**src/rtl/piezo_pkg.sv**
```systemverilog
// Shared types and tune tables for the piezo tune scheduler.
// Periods and durations are in 50 MHz clocks.
package piezo_pkg;

  typedef enum logic [1:0] {S_IDLE, S_LOAD, S_PLAY, S_NEXT} state_t;

  typedef enum logic [1:0] {
    TUNE_CHARGE = 2'd0,
    TUNE_DONE   = 2'd1,
    TUNE_ERROR  = 2'd2
  } tune_t;

  localparam int unsigned PER_W = 17;
  localparam int unsigned DUR_W = 25;
  localparam int unsigned IDX_W = 3;

  localparam logic [PER_W-1:0] PER_G6   = 17'd31888;
  localparam logic [PER_W-1:0] PER_C7   = 17'd23889;
  localparam logic [PER_W-1:0] PER_E7   = 17'd18961;
  localparam logic [PER_W-1:0] PER_G7   = 17'd15944;
  localparam logic [PER_W-1:0] PER_A4   = 17'd113636;
  localparam logic [PER_W-1:0] PER_REST = 17'd0;

  localparam logic [DUR_W-1:0] DUR_4M  = 25'd4194304;
  localparam logic [DUR_W-1:0] DUR_8M  = 25'd8388608;
  localparam logic [DUR_W-1:0] DUR_12M = 25'd12582912;
  localparam logic [DUR_W-1:0] DUR_16M = 25'd16777216;

  localparam logic [IDX_W-1:0] NOTES_CHARGE = 3'd6;
  localparam logic [IDX_W-1:0] NOTES_DONE   = 3'd2;
  localparam logic [IDX_W-1:0] NOTES_ERROR  = 3'd3;

  typedef struct packed {
    logic [PER_W-1:0] period;
    logic [DUR_W-1:0] dur;
  } note_t;

  function automatic note_t note_lookup(input tune_t tune, input logic [IDX_W-1:0] idx);
    note_t n;
    n = '{period: PER_REST, dur: DUR_4M};
    case (tune)
      TUNE_CHARGE: begin
        case (idx)
          3'd0:    n = '{period: PER_G6, dur: DUR_8M};
          3'd1:    n = '{period: PER_C7, dur: DUR_8M};
          3'd2:    n = '{period: PER_E7, dur: DUR_8M};
          3'd3:    n = '{period: PER_G7, dur: DUR_12M};
          3'd4:    n = '{period: PER_E7, dur: DUR_4M};
          default: n = '{period: PER_G7, dur: DUR_16M};
        endcase
      end
      TUNE_DONE: begin
        case (idx)
          3'd0:    n = '{period: PER_E7, dur: DUR_4M};
          default: n = '{period: PER_G7, dur: DUR_8M};
        endcase
      end
      TUNE_ERROR: begin
        case (idx)
          3'd1:    n = '{period: PER_REST, dur: DUR_4M};
          default: n = '{period: PER_A4, dur: DUR_4M};
        endcase
      end
      default: n = '{period: PER_REST, dur: DUR_4M};
    endcase
    return n;
  endfunction

  function automatic logic [IDX_W-1:0] note_count(input tune_t tune);
    case (tune)
      TUNE_CHARGE: return NOTES_CHARGE;
      TUNE_DONE:   return NOTES_DONE;
      TUNE_ERROR:  return NOTES_ERROR;
      default:     return IDX_W'(1);
    endcase
  endfunction

  // Fixed priority: error (bit 2) over done (bit 1) over charge (bit 0).
  function automatic logic [2:0] pick_highest(input logic [2:0] v);
    if (v[2])      return 3'b100;
    else if (v[1]) return 3'b010;
    else if (v[0]) return 3'b001;
    else           return 3'b000;
  endfunction

  function automatic logic [2:0] above_mask(input logic [2:0] act);
    if (act[0])      return 3'b110;
    else if (act[1]) return 3'b100;
    else             return 3'b000;
  endfunction

  function automatic tune_t tune_of(input logic [2:0] onehot);
    if (onehot[2])      return TUNE_ERROR;
    else if (onehot[1]) return TUNE_DONE;
    else                return TUNE_CHARGE;
  endfunction

endpackage

```
**src/rtl/piezo_sched_tone.sv**
```systemverilog
// Period counter and square-wave generator; period 0 is a rest (output held low).
module piezo_tone
  import piezo_pkg::*;
(
  input  logic             clk,
  input  logic             rst,
  input  logic             start,
  input  logic             run,
  input  logic [PER_W-1:0] period_in,
  output logic             piezo
);

  logic [PER_W-1:0] period_q;
  logic [PER_W-1:0] cnt;
  logic [PER_W-1:0] cnt_nxt;
  logic [PER_W-1:0] per;
  logic             piezo_d;

  // start is the cycle before the first PLAY cycle, so the level for count 0
  // is registered together with the new period.
  always_comb begin
    per     = start ? period_in : period_q;
    cnt_nxt = '0;
    if (run && !start) begin
      cnt_nxt = ((cnt + PER_W'(1)) >= period_q) ? '0 : cnt + PER_W'(1);
    end
    piezo_d = (start || run) && (per != '0) && (cnt_nxt < (per >> 1));
  end

  always_ff @(posedge clk or posedge rst) begin
    if (rst) begin
      period_q <= '0;
      cnt      <= '0;
      piezo    <= 1'b0;
    end else begin
      if (start) period_q <= period_in;
      cnt   <= cnt_nxt;
      piezo <= piezo_d;
    end
  end

endmodule

```
**src/rtl/piezo_sched.sv**
```systemverilog
// Piezo tune scheduler: request latching, priority arbiter, note FSM, duration counter.
// Define PIEZO_PREEMPT_EN to let a higher-priority request abort a playing tune.
module piezo_sched
  import piezo_pkg::*;
#(
  parameter int unsigned FAST_SIM   = 0,
  parameter int unsigned TIME_SHIFT = 0
) (
  input  logic       clk,
  input  logic       rst,
  input  logic [2:0] req,
  output logic [2:0] active,
  output logic       tune_done,
  output logic       piezo,
  output logic       piezo_n
);

  localparam logic [DUR_W-1:0] DUR_STEP = (FAST_SIM != 0) ? DUR_W'(16) : DUR_W'(1);

  state_t           state;
  tune_t            tune;
  logic [IDX_W-1:0] idx;
  logic [2:0]       pending;
  logic [DUR_W-1:0] dur_cnt;
  logic [DUR_W-1:0] dur_q;

  logic [2:0]       req_eff;
  logic [2:0]       grant;
  note_t            note;
  logic [PER_W-1:0] fetch_per;
  logic [DUR_W-1:0] fetch_dur;
  logic [DUR_W-1:0] dur_sum;
  logic             note_end;
  logic             last_note;
  logic             preempt;
  logic             tone_start;
  logic             tone_run;

  always_comb begin
    req_eff   = pending | (req & ~active);
    grant     = pick_highest(req_eff);
    note      = note_lookup(tune, idx);
    fetch_per = note.period >> TIME_SHIFT;
    fetch_dur = note.dur >> TIME_SHIFT;
    dur_sum   = dur_cnt + DUR_STEP;
    note_end  = (dur_sum >= dur_q);
    last_note = (idx == (note_count(tune) - IDX_W'(1)));
`ifdef PIEZO_PREEMPT_EN
    preempt   = (state == S_PLAY) && ((req_eff & above_mask(active)) != '0);
`else
    preempt   = 1'b0;
`endif
    tone_start = (state == S_LOAD);
    tone_run   = (state == S_PLAY) && !note_end && !preempt;
  end

  always_ff @(posedge clk or posedge rst) begin
    if (rst) begin
      state     <= S_IDLE;
      tune      <= TUNE_CHARGE;
      idx       <= '0;
      pending   <= '0;
      active    <= '0;
      tune_done <= 1'b0;
      dur_cnt   <= '0;
      dur_q     <= '0;
    end else begin
      tune_done <= 1'b0;
      pending   <= req_eff;
      case (state)
        S_IDLE: begin
          if (req_eff != '0) begin
            pending <= req_eff & ~grant;
            active  <= grant;
            tune    <= tune_of(grant);
            idx     <= '0;
            state   <= S_LOAD;
          end
        end
        S_LOAD: begin
          dur_q   <= fetch_dur;
          dur_cnt <= '0;
          state   <= S_PLAY;
        end
        S_PLAY: begin
          // An aborted tune is dropped, not re-queued.
          if (preempt) begin
            pending <= req_eff & ~grant;
            active  <= grant;
            tune    <= tune_of(grant);
            idx     <= '0;
            dur_cnt <= '0;
            state   <= S_LOAD;
          end else if (note_end) begin
            dur_cnt <= '0;
            state   <= S_NEXT;
          end else begin
            dur_cnt <= dur_sum;
          end
        end
        S_NEXT: begin
          if (last_note) begin
            tune_done <= 1'b1;
            active    <= '0;
            idx       <= '0;
            state     <= S_IDLE;
          end else begin
            idx   <= idx + IDX_W'(1);
            state <= S_LOAD;
          end
        end
        default: state <= S_IDLE;
      endcase
    end
  end

  piezo_tone u_tone (
    .clk       (clk),
    .rst       (rst),
    .start     (tone_start),
    .run       (tone_run),
    .period_in (fetch_per),
    .piezo     (piezo)
  );

  assign piezo_n = ~piezo;

endmodule
```
**config.mk**
```make
export PLATFORM = sky130hd
export DESIGN_NAME = piezo_sched
export DESIGN_NICKNAME = d
export VERILOG_FILES = /design/src/rtl/piezo_pkg.sv /design/src/rtl/piezo_sched_tone.sv /design/src/rtl/piezo_sched.sv
export SDC_FILE = /design/constraint.sdc
export NUM_CORES = 1
export LEC_CHECK = 0
export CAP_MARGIN = 20
export CORE_ASPECT_RATIO = 0.5
export CORE_MARGIN = 10
export CORE_UTILIZATION = 56
export CTS_CLUSTER_SIZE = 28
export DETAILED_ROUTE_END_ITERATION = 8
export PLACE_DENSITY_LB_ADDON = 0.25
export SETUP_SLACK_MARGIN = 0.1
export SLEW_MARGIN = 20
export SYNTH_ARGS = -nofsm -noshare
export SYNTH_HDL_FRONTEND = slang
export SYNTH_SLANG_ARGS = --single-unit
```
**constraint.sdc**
```tcl
create_clock -name clk -period 5.7 [get_ports clk]
set_input_delay 1.14 -clock clk [delete_from_list [all_inputs] [get_ports clk]]
set_output_delay 1.14 -clock clk [all_outputs]
set_load 0.005 [all_outputs]
```
---- After elaboration in Yosys (flattened, before gate mapping) ----
Cells that the tools add are included.
storage, ports and cells
  register bits ........................... 99
  output and inout port bits .............. 6
operators by class
  add/sub/neg operators ................... 4
  $lt $le $gt $ge ......................... 3
  equal/unequal tests ..................... 13
  mux-type cells .......................... 29
  bitwise gates (word level) .............. 6
  reductions and logical operators ........ 18
operators with widths
  operator               count
  $pmux 40 s5            1
  $pmux 42 s3            1
  $mux 17                3
  $pmux 25 s2            1
  $mux 42                1
  $mux 40                1
  $add 25x1->25 const B  1
  $ge 25x25->1           1
  $mux 25                1
  $mux 3                 8
  $add 17x1->17 const B  1
  $ge 17x17->1           1
  $lt 17x16->1           1
  $reduce_bool 17->1     1
  $pmux 3 s2             2
  $pmux 3 s3             1
  $pmux 2 s4             1
  $and 3x3->3            2
  $eq 2x2->1 const B     3
  $eq 3x2->1 const B     2
  $mux 2                 3
  $ne 2x2->1 const B     3
  $not 3->3              2
  $reduce_and 2->1       3
  17 further kinds       28

---- Longest topological paths before layout ----
Gate-level depths: netlist (run 1).
  depth in word-level cells ............... 10
  depth in mapped cells ................... 26
  mapped depth without buffers ............ 23

---- Hierarchy ----
Synthesis (run 1) repeated with hierarchy kept, for this count alone.
unflattened totals
  cell total of the unflattened synthesis .. 638
  area, all modules ....................... 5,636.7 µm²
by module, submodules not included
  module       instances  cells an instance  area each (µm²)
  piezo_sched  1          370                3,201.8
  piezo_tone   1          268                2,434.8

---- Worst setup path before layout (run 1) ----
No wires, ideal clock.
  kind .................................... reg2reg
  start point ............................. reg dur_cnt[0]
  end point ............................... reg u_tone.piezo
  arrival time ............................ 5,384 ps
  slack ................................... 239 ps
  stages on the path, launching flop included .. 27
  period minus slack after synthesis ...... 5,461 ps
  cell sequence ........................... dfrtp_1 -> ha_1 -> nand3_1 -> or4_4 -> buf_6 -> nor3_1 -> nand4_1 -> xnor2_1 -> ha_1 -> and3_1 -> nand3_1 -> or4_1 -> nor4_2 -> a21o_1 -> buf_6 -> nor2_1 -> buf_2 -> and2_1 -> ha_1 -> and2_1 -> a221oi_1 -> o211ai_1 -> nor3_1 -> o221a_2 -> o41a_1 -> o211ai_1 -> a21oi_1
between the ends
  word-level cells in the longest chain between the ends .. 8
ends and longest elaborated chain
  what                      RTL line                source
  start: declaration        piezo_sched.sv:24       logic [DUR_W-1:0] dur_cnt;
  start signal: assignment  piezo_sched.sv:98       dur_cnt <= dur_sum;
  $add 25x1->25             piezo_sched.sv:45       dur_sum = dur_cnt + DUR_STEP;
  $ge 25x25->1              piezo_sched.sv:46       note_end = (dur_sum >= dur_q);
  $logic_not 1->1           piezo_sched.sv:54       tone_run = (state == S_PLAY) && !note_end && !preempt;
  $logic_and 1x1->1         piezo_sched.sv:54
  $logic_and 1x1->1         piezo_sched_tone.sv:24  if (run && !start) begin
  $mux 17                   piezo_sched_tone.sv:24
  via u_tone.cnt_nxt[3]     piezo_sched_tone.sv:15  logic [PER_W-1:0] cnt_nxt;
  $lt 17x16->1              piezo_sched_tone.sv:27  piezo_d = (start || run) && (per != '0) && (cnt_nxt < (per >> 1));
  $logic_and 1x1->1         piezo_sched_tone.sv:27
  via u_tone.piezo_d        piezo_sched_tone.sv:17  logic piezo_d;
  end signal: assignment    piezo_sched_tone.sv:38  piezo <= piezo_d;
  end: declaration          piezo_sched_tone.sv:10  output logic piezo
The timed path passes the listed nets, and every way through them passes these cells.
A chain may end at the register's enable or synchronous reset.

---- Worst setup path in the final report (run 1) ----
  start point ............................. reg dur_cnt[1]
  end point ............................... reg u_tone.piezo
Same word-level chain as after synthesis.

==> results of run 1 <==
state kept, by name (all words and copies together) (netlist names), 2 cells and up:
register / cells
pending: 3
tune: 2
dur_cnt: 25
u_tone.cnt: 17
state: 2
idx: 3
u_tone.period_q: 17
active: 3
dur_q: 3
layout by cell type, fill, tap and decap left out, types with 3 or more instances in the layout:
master	instances
o221ai_1	4
a21boi_0	4
o21ai_0	35
nor2_1	37
clkinvlp_4	3
nand2_1	39
a211oi_1	3
a21o_1	10
nor2b_1	8
nor4_1	7
nor3_1	12
xnor2_1	17
dfrtp_1	77
or2_2	3
mux2i_1	5
and4_1	3
nand4_1	15
clkbuf_16	9
o22ai_1	7
ha_1	46
inv_1	60
a22o_1	8
a21oi_1	33
nand3_1	24
nand2b_1	6
buf_4	14
o21bai_1	3
xor2_1	10
o2bb2ai_1	11
o211ai_1	3
a31oi_1	4
and3_1	13
clkdlybuf4s50_1	10
and2_1	21
stage by stage:
stage,power [W],std cells,setup WS [ns],hold WS [ns],instance area [um^2]
global route,0.00114,723,0.0841,0.547,5730
global placement,0.000571,706,0.224,0.490,5410
floorplan,0.000565,589,0.239,0.472,5190
detailed placement,0.000572,706,0.0679,0.496,5410
finish,0.00110,723,0.447,0.510,5730
CTS,0.00112,722,0.115,0.511,5690
per-layer routing:
layer	vias to the layer above	global-route usage, %
li1	2121	-
met1	2103	24.3
met3	18	3.86
met4	0	5.53
met5	-	0
met2	83	28.5
where the power goes:
| group | total [W] | switching (W) | leakage, nW | internal (W) |
|---|---|---|---|---|
| sequential | 0.000546 | 0.0000000000000000000352 | 0.973 | 0.000546 |
| combinational | 0.0000144 | 0.0000114 | 1.54 | 0.00000292 |
| clock | 0.000541 | 0.000242 | 0.129 | 0.000299 |
| total | 0.00110 | 0.000254 | 2.64 | 0.000848 |
cells by family after synthesis:
group	synth area share, %
buf+inv	7.08
mux	1.25
compound gates	18.5
xor+xnor	4.55
simple gates	20.1
fa+ha+maj	11.3
flops	37.1
area by class of cell:
cell class	count	area [um^2]
clock buffers	9	225
inverters	63	238
well taps	117	146
repair buffers	24	205
flip-flops and latches	77	1930
multi-input cells	426	2940
fillers	725	3120
clock inverters	7	57.6
tightest hold or removal path, delay by kind of cell (launching register included):
kind             cells  cell delay (ns)
flip-flops           1             0.37
AO/OA/AOI/OAI        1             0.06
AND/OR/NAND/NOR      1             0.05
final timing paths:
path / from / endpoint / slack, ns
worst max register to register: dur_cnt[1] / u_tone.piezo / 0.45
worst max-delay path: dur_cnt[1] / u_tone.piezo / 0.45
worst min-delay path: active[2] / active[2] / 0.51
min in group asynchronous: rst / dur_cnt[18] / 1.07
max in group asynchronous: rst / active[0] / 3.55
worst min register to register: active[2] / active[2] / 0.51
repair_timing:
item,4_1_cts,5_1_grt
buffers inserted,0,1
cloned,0,0
pin swaps,0,4
endpoints found under the hold margin,0,0
endpoints found under the setup margin,1,1
resized for setup,1,7
==> impl_metrics.yaml, run 1 <==
timing:
  fmax_ghz: 0.190
  finalSetupTns_ns: 0
  final.min_clock_period_ns: 5.25
  skew_ns: 0.0104
  drv_slew: 0
  worstMarginPinSlew_ns: 0.817
  relSlewSlack_pct: 45.6
  final-hold-violation-count: 0
  setup_viol: 0
  final.period_utilization_pct: 92.2
  grt_setup_unrepaired: "no"
floorplan:
  die_y_um: 88.1
  core_area_um2: 8860
  io_pins: 11
  die-width_um: 156
  die-area_um2: 13800
  row_count: 24
  start_util_pct: 58.6
cells_and_area:
  num_antenna_cells: 0
  final_core_util_pct: 64.7
  nNetsFinal: 653
  layout-drive-gt1-share_pct: 7.43
  area_delta_synth_final_pct: 10.4
clock_tree:
  clk_path_buf_depth: 2
  numCtsBuffers: 9
  cts_tree: "built"
  cts_max_level: 3
  clk_pin_slew_ns: 0.06
  clk_latency_ns: 0.35
  clock_sinks: 77
  ctsHoldBuffers: 0
  cts-root-buf: "clkbuf_16"
status:
  outcome: "complete, no violations"
yosys:
  synth-async-reset-ratio_pct: 100
  ys_warn_count: 0
  syn_area_um2: 5190
  yosys.area.top_type: "dfrtp_1"
  synth_commonest_cells: "dfrtp_1, inv_1, ha_1"
  synthCells: 589
  synth_nets: 641
  synth-edff-count: 0
  synth_area_leaders: "dfrtp_1, ha_1, inv_1, o21ai_0, a21oi_1"
  yosysMostFrequentCell: "dfrtp_1"
  syn_area_per_cell_um2: 8.82
  synth_cell_types: 60
  synth_ff_type: "dfrtp_1"
  yosys.area.top_type_share_pct: 37.1
  ys_seq_area_share_pct: 37.1
  ys_seq_elements: 77
detailed_routing:
  wl_met2_um: 5370
  num_vias: 4325
  postRouteAntennaNets: 0
  routed_wl_um: 11900
  drt_iter0_drc: 305
  wire_per_inst_um: 16.5
  drc_errors: 0
  wl_met1_um: 5920
  route.met3.wl_um: 446
  top_layer: "met4"
  vias_per_cell: 5.98
  dr.pass1.iters: 5
critical_path:
  path_cells: "ha_2 -> nand3_1 -> or4_4 -> nor3_4 -> nand4_1 -> xnor2_1 -> ha_1 -> and3_1 -> nand3_1 -> or4_4 -> nor4_4 -> a21o_1 -> nor2_4 -> and2_1 -> ha_1 -> and2_1 -> a221oi_1 -> o211ai_1 -> nor3_1 -> o221a_2 -> o41a_1 -> o211ai_1 -> a21oi_1"
  cp.required_ns: 5.97
  worst_path_max_delay_cell: "or4_4"
  critical_path.max_fanout: 16
  path_depth: 23
  end_kind: "flip-flop"
  reg2reg_depth: 23
  crit_family: "simple AND/OR/NAND/NOR gates"
  max_stage_delay_ns: 0.57
  cp.buffers_inverters: 0
  startpoint_type: "flip-flop"
  cp.arrival_ns: 5.52
  worstSetupPathType: "reg -> reg"
grt:
  grt_pass1_wl_um: 20000
  grt_max_degree: 61
  grt_overflow: 0
  grt_pass1_vias: 4022
  antenna_found_initial: 0
  grtUsageTotal_pct: 18.0
min_path:
  whs_path_depth: 2
  hp-class: "reg -> reg"
pwr:
  p_leak_nw: 2.64
  ir_worst_vdd_uv: 154
  cellPowerDensity_nw_per_um2: 192
placed_design:
  gp_congestion: 0.902
  dp_hpwl_um: 8650
  numPortBuffers: 10
flow_run:
  cap_violations: 0
No activity file was read; power rests on OpenSTA's default activity.
==> inputs of run 2 (changes only) <==
--- a/config.mk
+++ b/config.mk
@@ -9,7 +9,7 @@
 export CORE_ASPECT_RATIO = 0.5
 export CORE_MARGIN = 10
 export CORE_UTILIZATION = 56
-export CTS_CLUSTER_SIZE = 28
+export CTS_CLUSTER_SIZE = 40
 export DETAILED_ROUTE_END_ITERATION = 8
 export PLACE_DENSITY_LB_ADDON = 0.25
 export SETUP_SLACK_MARGIN = 0.1
==> results of run 2 <==
The final DEF is identical to that of run 1; final timing and power are the same.
